--- src/rtl/alu_pkg.sv ---
// Shared encodings for the execute-stage ALU/MDU: Funct codes, ALU control, FSM states, decoder.
package alu_pkg;

  // ALUOp from the main control decoder
  localparam logic [1:0] OP_ADD   = 2'b00;
  localparam logic [1:0] OP_SUB   = 2'b01;
  localparam logic [1:0] OP_FUNCT = 2'b10;
  localparam logic [1:0] OP_SUB2  = 2'b11;

  // R-type Funct field values
  localparam logic [5:0] F_SLL   = 6'h00;
  localparam logic [5:0] F_SRL   = 6'h02;
  localparam logic [5:0] F_SRA   = 6'h03;
  localparam logic [5:0] F_MFHI  = 6'h10;
  localparam logic [5:0] F_MFLO  = 6'h12;
  localparam logic [5:0] F_MULT  = 6'h18;
  localparam logic [5:0] F_MULTU = 6'h19;
  localparam logic [5:0] F_DIV   = 6'h1A;
  localparam logic [5:0] F_DIVU  = 6'h1B;
  localparam logic [5:0] F_ADD   = 6'h20;
  localparam logic [5:0] F_ADDU  = 6'h21;
  localparam logic [5:0] F_SUB   = 6'h22;
  localparam logic [5:0] F_SUBU  = 6'h23;
  localparam logic [5:0] F_AND   = 6'h24;
  localparam logic [5:0] F_OR    = 6'h25;
  localparam logic [5:0] F_XOR   = 6'h26;
  localparam logic [5:0] F_NOR   = 6'h27;
  localparam logic [5:0] F_SLT   = 6'h2A;
  localparam logic [5:0] F_SLTU  = 6'h2B;

  // 4-bit ALU control; the classic 3-bit codes keep their values with a leading 0
  localparam logic [3:0] ALU_AND  = 4'b0000;
  localparam logic [3:0] ALU_OR   = 4'b0001;
  localparam logic [3:0] ALU_ADD  = 4'b0010;
  localparam logic [3:0] ALU_XOR  = 4'b0011;
  localparam logic [3:0] ALU_NOR  = 4'b0100;
  localparam logic [3:0] ALU_ZERO = 4'b0101;
  localparam logic [3:0] ALU_SUB  = 4'b0110;
  localparam logic [3:0] ALU_SLT  = 4'b0111;
  localparam logic [3:0] ALU_SLL  = 4'b1000;
  localparam logic [3:0] ALU_SRL  = 4'b1001;
  localparam logic [3:0] ALU_SRA  = 4'b1010;
  localparam logic [3:0] ALU_MFHI = 4'b1011;
  localparam logic [3:0] ALU_MFLO = 4'b1100;
  localparam logic [3:0] ALU_SLTU = 4'b1101;

  typedef enum logic [1:0] {
    ST_IDLE = 2'b00,
    ST_BUSY = 2'b01,
    ST_FIX  = 2'b10
  } state_e;

  typedef struct packed {
    logic [3:0] ctrl;
    logic       is_mdu;
    logic       mdu_div;
    logic       mdu_signed;
    logic       ovf_en;
    logic       illegal;
  } dec_t;

  // ALUOp/Funct decode; mult/div leave ctrl at ALU_ZERO since the MDU supplies the result
  function automatic dec_t alu_decode(input logic [1:0] aluop, input logic [5:0] funct);
    dec_t d;
    d      = '0;
    d.ctrl = ALU_ZERO;
    case (aluop)
      OP_ADD: begin
        d.ctrl   = ALU_ADD;
        d.ovf_en = 1'b1;
      end
      OP_SUB, OP_SUB2: begin
        d.ctrl   = ALU_SUB;
        d.ovf_en = 1'b1;
      end
      default: begin
        case (funct)
          F_SLL:   d.ctrl = ALU_SLL;
          F_SRL:   d.ctrl = ALU_SRL;
          F_SRA:   d.ctrl = ALU_SRA;
          F_MFHI:  d.ctrl = ALU_MFHI;
          F_MFLO:  d.ctrl = ALU_MFLO;
          F_MULT: begin
            d.is_mdu     = 1'b1;
            d.mdu_signed = 1'b1;
          end
          F_MULTU: d.is_mdu = 1'b1;
          F_DIV: begin
            d.is_mdu     = 1'b1;
            d.mdu_div    = 1'b1;
            d.mdu_signed = 1'b1;
          end
          F_DIVU: begin
            d.is_mdu  = 1'b1;
            d.mdu_div = 1'b1;
          end
          F_ADD: begin
            d.ctrl   = ALU_ADD;
            d.ovf_en = 1'b1;
          end
          F_ADDU:  d.ctrl = ALU_ADD;
          F_SUB: begin
            d.ctrl   = ALU_SUB;
            d.ovf_en = 1'b1;
          end
          F_SUBU:  d.ctrl = ALU_SUB;
          F_AND:   d.ctrl = ALU_AND;
          F_OR:    d.ctrl = ALU_OR;
          F_XOR:   d.ctrl = ALU_XOR;
          F_NOR:   d.ctrl = ALU_NOR;
          F_SLT:   d.ctrl = ALU_SLT;
          F_SLTU:  d.ctrl = ALU_SLTU;
          default: d.illegal = 1'b1;
        endcase
      end
    endcase
    return d;
  endfunction

endpackage

--- src/rtl/mdu_iter.sv ---
// Iterative multiply/divide datapath: shift-add multiply and restoring divide on magnitudes,
// followed by a registered sign-correction step.
module mdu_iter #(
  parameter int unsigned WIDTH = 32
) (
  input  logic             clk,
  input  logic             rst_n,
  input  logic             start_i,
  input  logic             run_i,
  input  logic             div_i,
  input  logic             signed_i,
  input  logic [WIDTH-1:0] a_i,
  input  logic [WIDTH-1:0] b_i,
  output logic             last_o,
  output logic [WIDTH-1:0] hi_o,
  output logic [WIDTH-1:0] lo_o
);

  localparam int unsigned CW = $clog2(WIDTH) + 1;
  localparam int unsigned AW = 2 * WIDTH;

  // acc holds {hi, lo} of the running product, or {remainder, quotient/dividend} when dividing
  logic [AW-1:0]    acc_q, acc_d;
  logic [WIDTH-1:0] m_q, m_d;
  logic [CW-1:0]    cnt_q, cnt_d;
  logic             div_q, div_d;
  logic             neg_q, neg_d;
  logic             rneg_q, rneg_d;
  logic             bz_q, bz_d;
  logic             last_q, last_d;
  logic [WIDTH-1:0] res_hi_q, res_hi_d;
  logic [WIDTH-1:0] res_lo_q, res_lo_d;

  logic [WIDTH-1:0] neg_a_c, neg_b_c, mag_a_c, mag_b_c;
  logic [WIDTH:0]   mul_sum_c;
  logic [WIDTH:0]   trial_c;
  logic [AW-1:0]    prod_neg_c;
  logic [WIDTH-1:0] quo_neg_c, rem_neg_c;

  assign neg_a_c    = -a_i;
  assign neg_b_c    = -b_i;
  assign mag_a_c    = (signed_i && a_i[WIDTH-1]) ? neg_a_c : a_i;
  assign mag_b_c    = (signed_i && b_i[WIDTH-1]) ? neg_b_c : b_i;
  assign mul_sum_c  = {1'b0, acc_q[AW-1:WIDTH]} + (acc_q[0] ? {1'b0, m_q} : '0);
  assign trial_c    = {acc_q[AW-1:WIDTH], acc_q[WIDTH-1]} - {1'b0, m_q};
  assign prod_neg_c = -acc_q;
  assign quo_neg_c  = -acc_q[WIDTH-1:0];
  assign rem_neg_c  = -acc_q[AW-1:WIDTH];

  // Load on start, WIDTH iteration steps, then one sign-correction step
  always_comb begin
    acc_d    = acc_q;
    m_d      = m_q;
    cnt_d    = cnt_q;
    div_d    = div_q;
    neg_d    = neg_q;
    rneg_d   = rneg_q;
    bz_d     = bz_q;
    last_d   = last_q;
    res_hi_d = res_hi_q;
    res_lo_d = res_lo_q;
    if (start_i) begin
      div_d  = div_i;
      neg_d  = signed_i & (a_i[WIDTH-1] ^ b_i[WIDTH-1]);
      rneg_d = signed_i & a_i[WIDTH-1];
      bz_d   = (b_i == '0);
      acc_d  = div_i ? {WIDTH'(0), mag_a_c} : {WIDTH'(0), mag_b_c};
      m_d    = div_i ? mag_b_c : mag_a_c;
      cnt_d  = '0;
      last_d = 1'b0;
    end else if (run_i) begin
      if (!last_q) begin
        if (div_q) begin
          if (!trial_c[WIDTH]) begin
            acc_d = {trial_c[WIDTH-1:0], acc_q[WIDTH-2:0], 1'b1};
          end else begin
            acc_d = {acc_q[AW-2:0], 1'b0};
          end
        end else begin
          acc_d = {mul_sum_c, acc_q[WIDTH-1:1]};
        end
        cnt_d  = cnt_q + CW'(1);
        last_d = (cnt_q == CW'(WIDTH - 1));
      end else begin
        last_d = 1'b0;
        if (div_q) begin
          res_lo_d = bz_q ? '1 : (neg_q ? quo_neg_c : acc_q[WIDTH-1:0]);
          res_hi_d = rneg_q ? rem_neg_c : acc_q[AW-1:WIDTH];
        end else begin
          res_hi_d = neg_q ? prod_neg_c[AW-1:WIDTH] : acc_q[AW-1:WIDTH];
          res_lo_d = neg_q ? prod_neg_c[WIDTH-1:0] : acc_q[WIDTH-1:0];
        end
      end
    end
  end

  // Datapath and counter registers
  always_ff @(posedge clk or negedge rst_n) begin
    if (!rst_n) begin
      acc_q    <= '0;
      m_q      <= '0;
      cnt_q    <= '0;
      div_q    <= 1'b0;
      neg_q    <= 1'b0;
      rneg_q   <= 1'b0;
      bz_q     <= 1'b0;
      last_q   <= 1'b0;
      res_hi_q <= '0;
      res_lo_q <= '0;
    end else begin
      acc_q    <= acc_d;
      m_q      <= m_d;
      cnt_q    <= cnt_d;
      div_q    <= div_d;
      neg_q    <= neg_d;
      rneg_q   <= rneg_d;
      bz_q     <= bz_d;
      last_q   <= last_d;
      res_hi_q <= res_hi_d;
      res_lo_q <= res_lo_d;
    end
  end

  assign last_o = last_q;
  assign hi_o   = res_hi_q;
  assign lo_o   = res_lo_q;

endmodule

--- src/rtl/alu_mdu.sv ---
// Execute-stage ALU with ALUOp/Funct decode, registered result/flags and an iterative MDU with HI/LO.
module alu_mdu
  import alu_pkg::*;
#(
  parameter int unsigned WIDTH = 32,
  parameter int unsigned SHW   = $clog2(WIDTH)
) (
  input  logic             clk,
  input  logic             rst_n,
  input  logic             in_valid,
  output logic             in_ready,
  input  logic [1:0]       ALUOp,
  input  logic [5:0]       Funct,
  input  logic [SHW-1:0]   shamt,
  input  logic [WIDTH-1:0] a,
  input  logic [WIDTH-1:0] b,
  output logic             out_valid,
  output logic [WIDTH-1:0] result,
  output logic             zero,
  output logic             ovf,
  output logic             illegal,
  output logic [WIDTH-1:0] hi,
  output logic [WIDTH-1:0] lo
);

  state_e           state_q, state_d;
  logic             ready_q, ready_d;
  logic             out_valid_q, out_valid_d;
  logic [WIDTH-1:0] result_q, result_d;
  logic             zero_q, zero_d;
  logic             ovf_q, ovf_d;
  logic             illegal_q, illegal_d;
  logic [WIDTH-1:0] hi_q, hi_d;
  logic [WIDTH-1:0] lo_q, lo_d;

  dec_t             dec_c;
  logic             accept_c;
  logic             mdu_start_c;
  logic             mdu_run_c;
  logic             mdu_last;
  logic [WIDTH-1:0] mdu_hi, mdu_lo;
  logic [WIDTH-1:0] sum_c, diff_c, alu_res_c;
  logic             ovf_add_c, ovf_sub_c, ovf_c;

  assign dec_c     = alu_decode(ALUOp, Funct);
  assign accept_c  = in_valid & ready_q;
  assign mdu_run_c = (state_q == ST_BUSY);

  assign sum_c     = a + b;
  assign diff_c    = a - b;
  assign ovf_add_c = (a[WIDTH-1] == b[WIDTH-1]) & (sum_c[WIDTH-1] != a[WIDTH-1]);
  assign ovf_sub_c = (a[WIDTH-1] != b[WIDTH-1]) & (diff_c[WIDTH-1] != a[WIDTH-1]);
  assign ovf_c     = dec_c.ovf_en & ((dec_c.ctrl == ALU_SUB) ? ovf_sub_c : ovf_add_c);

  // Single-cycle ALU result selected by the decoded control
  always_comb begin
    alu_res_c = '0;
    case (dec_c.ctrl)
      ALU_AND:  alu_res_c = a & b;
      ALU_OR:   alu_res_c = a | b;
      ALU_ADD:  alu_res_c = sum_c;
      ALU_XOR:  alu_res_c = a ^ b;
      ALU_NOR:  alu_res_c = ~(a | b);
      ALU_SUB:  alu_res_c = diff_c;
      ALU_SLT:  alu_res_c = WIDTH'($signed(a) < $signed(b));
      ALU_SLTU: alu_res_c = WIDTH'(a < b);
      ALU_SLL:  alu_res_c = b << shamt;
      ALU_SRL:  alu_res_c = b >> shamt;
      ALU_SRA:  alu_res_c = WIDTH'($signed(b) >>> shamt);
      ALU_MFHI: alu_res_c = hi_q;
      ALU_MFLO: alu_res_c = lo_q;
      default:  alu_res_c = '0;
    endcase
  end

  mdu_iter #(
    .WIDTH(WIDTH)
  ) u_mdu (
    .clk      (clk),
    .rst_n    (rst_n),
    .start_i  (mdu_start_c),
    .run_i    (mdu_run_c),
    .div_i    (dec_c.mdu_div),
    .signed_i (dec_c.mdu_signed),
    .a_i      (a),
    .b_i      (b),
    .last_o   (mdu_last),
    .hi_o     (mdu_hi),
    .lo_o     (mdu_lo)
  );

  // FSM state register
  always_ff @(posedge clk or negedge rst_n) begin
    if (!rst_n) begin
      state_q <= ST_IDLE;
    end else begin
      state_q <= state_d;
    end
  end

  // FSM next state
  always_comb begin
    state_d = state_q;
    case (state_q)
      ST_IDLE: if (accept_c && dec_c.is_mdu) state_d = ST_BUSY;
      ST_BUSY: if (mdu_last) state_d = ST_FIX;
      ST_FIX:  state_d = ST_IDLE;
      default: state_d = ST_IDLE;
    endcase
  end

  // FSM outputs: next values of the result, flags and HI/LO
  always_comb begin
    result_d    = result_q;
    zero_d      = zero_q;
    ovf_d       = ovf_q;
    illegal_d   = illegal_q;
    hi_d        = hi_q;
    lo_d        = lo_q;
    out_valid_d = 1'b0;
    mdu_start_c = 1'b0;
    ready_d     = (state_d == ST_IDLE);
    case (state_q)
      ST_IDLE: begin
        if (accept_c) begin
          if (dec_c.is_mdu) begin
            mdu_start_c = 1'b1;
          end else begin
            out_valid_d = 1'b1;
            result_d    = alu_res_c;
            zero_d      = (alu_res_c == '0);
            ovf_d       = ovf_c;
            illegal_d   = dec_c.illegal;
          end
        end
      end
      ST_FIX: begin
        out_valid_d = 1'b1;
        hi_d        = mdu_hi;
        lo_d        = mdu_lo;
        result_d    = mdu_lo;
        zero_d      = (mdu_lo == '0);
        ovf_d       = 1'b0;
        illegal_d   = 1'b0;
      end
      default: ;
    endcase
  end

  // Result, flag and HI/LO registers
  always_ff @(posedge clk or negedge rst_n) begin
    if (!rst_n) begin
      ready_q     <= 1'b1;
      out_valid_q <= 1'b0;
      result_q    <= '0;
      zero_q      <= 1'b1;
      ovf_q       <= 1'b0;
      illegal_q   <= 1'b0;
      hi_q        <= '0;
      lo_q        <= '0;
    end else begin
      ready_q     <= ready_d;
      out_valid_q <= out_valid_d;
      result_q    <= result_d;
      zero_q      <= zero_d;
      ovf_q       <= ovf_d;
      illegal_q   <= illegal_d;
      hi_q        <= hi_d;
      lo_q        <= lo_d;
    end
  end

  assign in_ready  = ready_q;
  assign out_valid = out_valid_q;
  assign result    = result_q;
  assign zero      = zero_q;
  assign ovf       = ovf_q;
  assign illegal   = illegal_q;
  assign hi        = hi_q;
  assign lo        = lo_q;

endmodule

--- config.mk ---
export PLATFORM = sky130hd
export DESIGN_NAME = alu_mdu
export DESIGN_NICKNAME = d
export VERILOG_FILES = /design/src/rtl/alu_pkg.sv /design/src/rtl/mdu_iter.sv /design/src/rtl/alu_mdu.sv
export SDC_FILE = /design/constraint.sdc
export NUM_CORES = 2
export LEC_CHECK = 0
export ABC_CLOCK_PERIOD_IN_PS = 5200
export BUFFER_PORTS_ARGS = -buffer_cell sky130_fd_sc_hd__buf_2
export CORE_UTILIZATION = 40
export CTS_BUF_LIST = sky130_fd_sc_hd__clkbuf_16
export CTS_CLUSTER_DIAMETER = 100
export DETAILED_ROUTE_END_ITERATION = 16
export HOLD_SLACK_MARGIN = 0.02
export SLEW_MARGIN = 20
export SYNTH_ARGS = -nofsm -noshare
export SYNTH_HDL_FRONTEND = slang
export SYNTH_HIERARCHICAL = 1
export SYNTH_SLANG_ARGS = --single-unit
export TNS_END_PERCENT = 1
--- constraint.sdc ---
create_clock -name clk -period 5.2 [get_ports clk]
set_input_delay 1.56 -clock clk [delete_from_list [all_inputs] [get_ports clk]]
set_output_delay 1.56 -clock clk [all_outputs]
set_load 0.03 [all_outputs]
Yosys cells after proc, flatten, opt, wreduce, memory -nomap -nowiden
Cells that the tools add are included.
{"block": "totals", "regBits": 274, "in_bits": 80, "out_inout_bits": 101, "wordCells": 169}
{"block": "op_classes", "n_addsub": 10, "order_cmp": 2, "n_eq_ne": 42, "shifts": 3, "muxes": 56, "n_bitwise": 12, "reduce_logical": 25}
{"operator": "32-bit two-way mux", "count": 14}
{"operator": "32-bit one-hot mux with 13 select lines", "count": 1}
{"operator": "64-bit two-way mux", "count": 5}
{"operator": "32-bit negator", "count": 4}
{"operator": "32-bit zero test", "count": 3}
{"operator": "32-bit < comparator", "count": 2}
{"operator": "64-bit negator", "count": 1}
{"operator": "32-bit one-hot mux with 2 select lines", "count": 1}
{"operator": "6-bit equality test (second input constant)", "count": 10}
{"operator": "4-bit one-hot mux with 13 select lines", "count": 1}
{"operator": "6-bit by 5-bit equality test with 1-bit output (second input constant)", "count": 7}
{"operator": "32-bit by 33-bit adder with 33-bit output", "count": 1}
{"operator": "33-bit by 32-bit subtractor with 33-bit output", "count": 1}
{"operator": "32-bit adder", "count": 1}
{"operator": "32-bit AND", "count": 1}
{"operator": "32-bit inverter", "count": 1}
{"operator": "32-bit bitwise OR", "count": 1}
{"operator": "32-bit by 5-bit << shifter with 32-bit output", "count": 1}
{"operator": "32-bit by 5-bit right shift with 32-bit output", "count": 1}
{"operator": "32-bit by 5-bit >>> shifter with 32-bit output", "count": 1}
{"operator": "32-bit subtractor", "count": 1}
{"operator": "32-bit XOR", "count": 1}
{"operator": "4-bit equality test (second input constant)", "count": 6}
{"operator": "1-bit two-way mux", "count": 22}
{"operator": "30 further kinds", "count": 62}

Logic depth before layout (Yosys ltp)
{"block": "logic_depth", "word_depth": 10, "depth_mapped": 16, "mapped_depth_nobuf": 15}

Hierarchy
Netlist, hierarchy kept.
{"mod": "alu_mdu", "instances": 1, "cells_each": 2076, "area_per_inst_um2": 15548.7, "seq_area_each_um2": 2580.0}
{"mod": "mdu_iter", "instances": 1, "cells_each": 1819, "area_per_inst_um2": 14378.8, "seq_area_each_um2": 4279.1}

Worst setup path before layout
OpenSTA, ideal clock, no wires.
{"block": "synth_timing", "path_kind": "input to register", "from": "input port b[7]", "to": "register zero_q, in the netlist zero", "arrival_time_ps": 4799, "required_time_ps": 5114, "path_slack_ps": 315, "path_stages": 15, "path_cell_list": "clkbuf_1 > inv_1 > ha_1 > buf_2 > or3_1 > or4_1 > a21oi_1 > nor4_1 > o21ai_1 > a21oi_1 > a2111o_1 > a41o_1 > nor4_1 > nand4_1 > o31ai_2"}
{"block": "synth_via", "elab_chain_len": 7}
{"item": "start: declaration", "line_no": "alu_mdu.sv:16", "source": "input logic [WIDTH-1:0] b,"}
{"item": "parallel branches: the longest is 2 deep, another holds 32-bit subtractor"}
{"item": "32-bit one-hot mux with 13 select lines *", "line_no": "alu_mdu.sv:58", "source": "case (dec_c.ctrl)"}
{"item": "32-bit zero test *", "line_no": "alu_mdu.sv:131", "source": "zero_d = (alu_res_c == '0);"}
{"item": "1-bit two-way mux *", "line_no": "alu_mdu.sv:126", "source": "if (dec_c.is_mdu) begin"}
{"item": "1-bit two-way mux *", "line_no": "alu_mdu.sv:125", "source": "if (accept_c) begin"}
{"item": "1-bit one-hot mux with 2 select lines *", "line_no": "alu_mdu.sv:123", "source": "case (state_q)"}
{"item": "end signal: assignment", "line_no": "alu_mdu.sv:165", "source": "zero_q <= zero_d;"}
{"item": "end: declaration", "line_no": "alu_mdu.sv:30", "source": "logic zero_q, zero_d;"}
Every way passes the cells marked *. The select of a mux whose other input is x is not followed.
A chain may end at the register's enable or synchronous reset.

Worst setup path after layout
{"block": "layout_timing", "from": "input port b[1]", "to": "register zero_q, in the netlist zero"}
The elaborated chain is that of the path after synthesis.

==> results by group <==
Power and ir drop
  – PwrDens: ~270 mW/mm2
  – Net Sw Frac: between 40% and 50%
  – Seq pwr share: between 30% and 40%
  – NetSw: between 4 and 5 mW
  – Comb power frac: just under 50%
  – Lkg Pwr: ~17 nW
  – Internal: around 5.3 mW
  – Peak supply drop: 0.244 mV
  – Clock Power Share: around 20%
  – Design Power: 9.78 mW

Yosys
  – Ys async rst share: 100%
  – Average size of a mapped cell: between 7 and 8 um2
  – Share of the synthesized area in the top cell type: between 20% and 30%
  – Synth Register Bits: 274
  – Cell variety after synth: between 100 and 150
  – Mux share of post-synthesis cell area: under 10%
  – Yosys warnings: 6
  – Xor/xnor cell area share of the yosys netlist: 5.59%
  – Post-synth top flop: dfrtp_1
  – Simple-gate share of the synthesized area: between 20% and 30%
  – Synth Area in Compound Gates: between 20% and 30%
  – Register area share after synthesis: 22.9%
  – Largest family of logic cells by synthesized area: compound AO/OA/AOI/OAI gates
  – Synth Instances: approximately 4000
  – Post-Synth Adder-Cell Area: under 10%
  – Synth area leader: dfrtp_1
  – Synth Net Count: 4147
  – Number of synthesized flops with an enable pin: 0
  – Synth area leaders: dfrtp_1 23%, nand2_1 7.1%, ha_1 7.0%, a21oi_1 4.9%, mux4_2 4.7%
  – Mapped cell area: between 0.02 and 0.03 mm2

Timing
  – Final period util: ~98%
  – Worst slew pin tran: roughly 1200 ps
  – Final worst path period need: 5110 ps
  – Final setup viols: 0
  – Worst Skew: around 23 ps
  – Final Hold Fails: 0
  – Hold_ws: about 470 ps
  – Slew Limit Fails: 0
  – Fmax: between 150 and 200 MHz
  – Relative slew slack: between 20% and 30%
  – Unrepaired setup endpoints after global routing: false
  – Setup TNS: 0 ps

Die
  – Initial core utilization: 40.7%
  – Die Ht: 276 um
  – Site row count: roughly 100
  – I/O Pins: 181
  – Core area: 0.0735 mm2
  – Die width: roughly 280 um
  – Die ar.: 0.0759 mm2

Clock tree
  – H-tree depth: 1
  – Worst-path clk slew: roughly 60 ps
  – Clock Sink Count: around 270
  – CTS Buffer Depth: 3
  – CTS Hold Buffers Added: 0
  – CTS tree: done
  – Post-CTS setup buffers: 0
  – Worst-Skew Late Latency: approximately 570 ps
  – CTS Root Cell: clkbuf_16
  – Inserted Clock Buffers: 27

Global route
  – Initial antenna violation count: 17
  – Number of global-route vias before repair: between 30000 and 40000
  – First-pass GRT wire length: about 230 mm
  – Met1 Track Usage GR: between 60 and 70%
  – Met3 usage: around a tenth
  – Met2 Use GR: between 50% and 60%
  – Most used routing layer: met1
  – Grt total ovfl: 0
  – Largest net degree at the start of global routing: 94
  – Total global-route track usage: 42.2%

Setup path
  – Most used cell, CP: nand4_1
  – Capturing point of the worst reg2reg path: u_mdu/acc_q[63]
  – Crit-path max cell delay: 630 ps
  – R2r worst-path depth: 13
  – Worst-path cell chain: buf_2 > inv_1 > ha_1 > o21bai_1 > a21oi_1 > o211ai_1 > a311o_1 > a21boi_0 > a221o_1 > a2111oi_1 > buf_4 > nand4_1 > nor4_2 > nand4_1 > o31ai_2
  – CP arrival: about 5600 ps
  – WP data required: roughly 5700 ps
  – Worst Setup Start Kind: primary input
  – Critical path's slowest cell: a2111oi_1
  – Critical Path Fanout Max: 3
  – Crit Path Category: primary input to flip-flop
  – Crit end category: flip-flop
  – R2r startpoint: u_mdu/acc_q[0]
  – R2r setup slk: approximately 960 ps

Detailed routing
  – WL final: about 160 mm
  – Number of DRC markers in iteration 0: around 5300
  – Via/cell ratio: ~6.5
  – Avg WL per Cell: about 31 um
  – Final ANT Viol Nets: 0
  – Via Count: roughly 35000
  – First-pass DRT Iterations: 7
  – Post-route DRC: 0

Final layout
  – Most frequent cells in the layout: 568 x nand2_1, 512 x buf_4, 365 x nor2_1, 291 x a21oi_1, 271 x dfrtp_1
  – Commonest non-fill, non-tap cell in the layout: nand2_1
  – Nets: 4613
  – Synthesis-to-finish area growth: 20.3%
  – Layout cells sized above 1: a little over a fifth
  – Layout Utilization: roughly half

Place
  – PortBufs: 180
  – Gpl congestion: about 1.1
  – Hpwl dp: 134 mm

Job
  – Total of max-cap violations: 0

Min path
  – Hold Path End: hi[16]
  – Hold path start: u_mdu/hi_o[16]
  – Type of the most critical hold path: flip-flop to flip-flop
  – Hold Path Stages: 2

Run status
  – Status: complete, no violations
[cells by family after synthesis]
kind of cell / Yosys count
adder cells (fa/ha/maj): 172
XOR/XNOR: 191
multiplexers: 205
buffers and inverters: 450
flip-flops: 274
AO/OA/AOI/OAI: 1170
AND/OR/NAND/NOR: 1433
[area by class of cell]
type	count	area, um2
fillers	7493	37500
multi-input cells	3171	21300
flip-flops and latches	274	6860
repair buffers	712	5180
well taps	959	1200
clock buffers	27	676
inverters	175	657
clock inverters	14	126
diodes	9	22.5
[sequential cells by signal (all words and copies together), names as in the netlist]
register	count
u_mdu/acc_q	64
illegal	1
u_mdu/last_o	1
u_mdu/bz_q	1
u_mdu/lo_o	32
lo	32
hi	32
u_mdu/neg_q	1
u_mdu/hi_o	32
result	32
u_mdu/rneg_q	1
out_valid	1
in_ready	1
u_mdu/m_q	32
u_mdu/cnt_q	6
state_q	2
zero	1
u_mdu/div_q	1
ovf	1
[worst max-delay path: cells and delay by family]
| family | cells | cell delay (ps) |
|---|---|---|
| AO/OA/AOI/OAI | 8 | 2590 |
| adder cells (fa/ha/maj) | 1 | 290 |
| buffers and inverters | 3 | 470 |
| AND/OR/NAND/NOR | 3 | 690 |
[through the flow]
stage,setup slack (ps),instance area (um2),std cells
2_1_floorplan,315,29900,3895
3_3_place_gp,-561,35200,5291
3_5_place_dp,-536,35200,5291
4_1_cts,40.7,36000,5332
5_1_grt,42.0,36000,5339
6_report,91.3,36000,5341
[synth_stat cells (34+ instances only)]
library cell and n:
nor2_1 366, nand4_1 34, xnor2_1 96, ha_1 168, or3_1 38, mux2i_1 113, a211oi_1 35, a21o_1 39
buf_2 55, inv_1 170, mux4_2 62, xor2_1 95, nand3_1 77, o21ai_0 265, clkbuf_1 185, a31oi_1 39
dfrtp_1 272, nor4_1 37, o211ai_1 49, a22oi_1 40, nand2_1 568, o31ai_1 37, nor3_1 79, a21oi_1 292
nand2b_1 46
[routing by layer]
metal  part of all wire [%]  wire length (um)
met1                     43             70200
met5                  0.064               106
met4                    5.5              9090
met2                     40             66100
met3                     12             19500
[power by group through the flow]
stage	logic, mW	clock network [mW]	registers [mW]
2_1_floorplan	2.68	0	2.99
3_3_place_gp	4.55	0	3.13
3_5_place_dp	4.56	0	3.13
4_1_cts	4.58	1.93	3.09
5_1_grt	5.04	2.01	3.16
6_report	4.73	1.90	3.15
[worst max path at each step]
stage           end  depth (start not counted)  from
6_report       zero                         15  b[1]
4_1_cts        zero                         17  b[8]
3_3_place_gp   zero                         15  b[1]
3_5_place_dp   zero                         17  b[8]
5_1_grt        zero                         18  a[0]
2_1_floorplan  zero                         15  b[7]
[timing repair]
action | in CTS | in global routing
endpoints found under the hold margin | 0 | 0
setup endpoints to repair | 0 | 1
gates resized for setup | 0 | 3
Note: power is estimated with default switching activity, not from simulation.
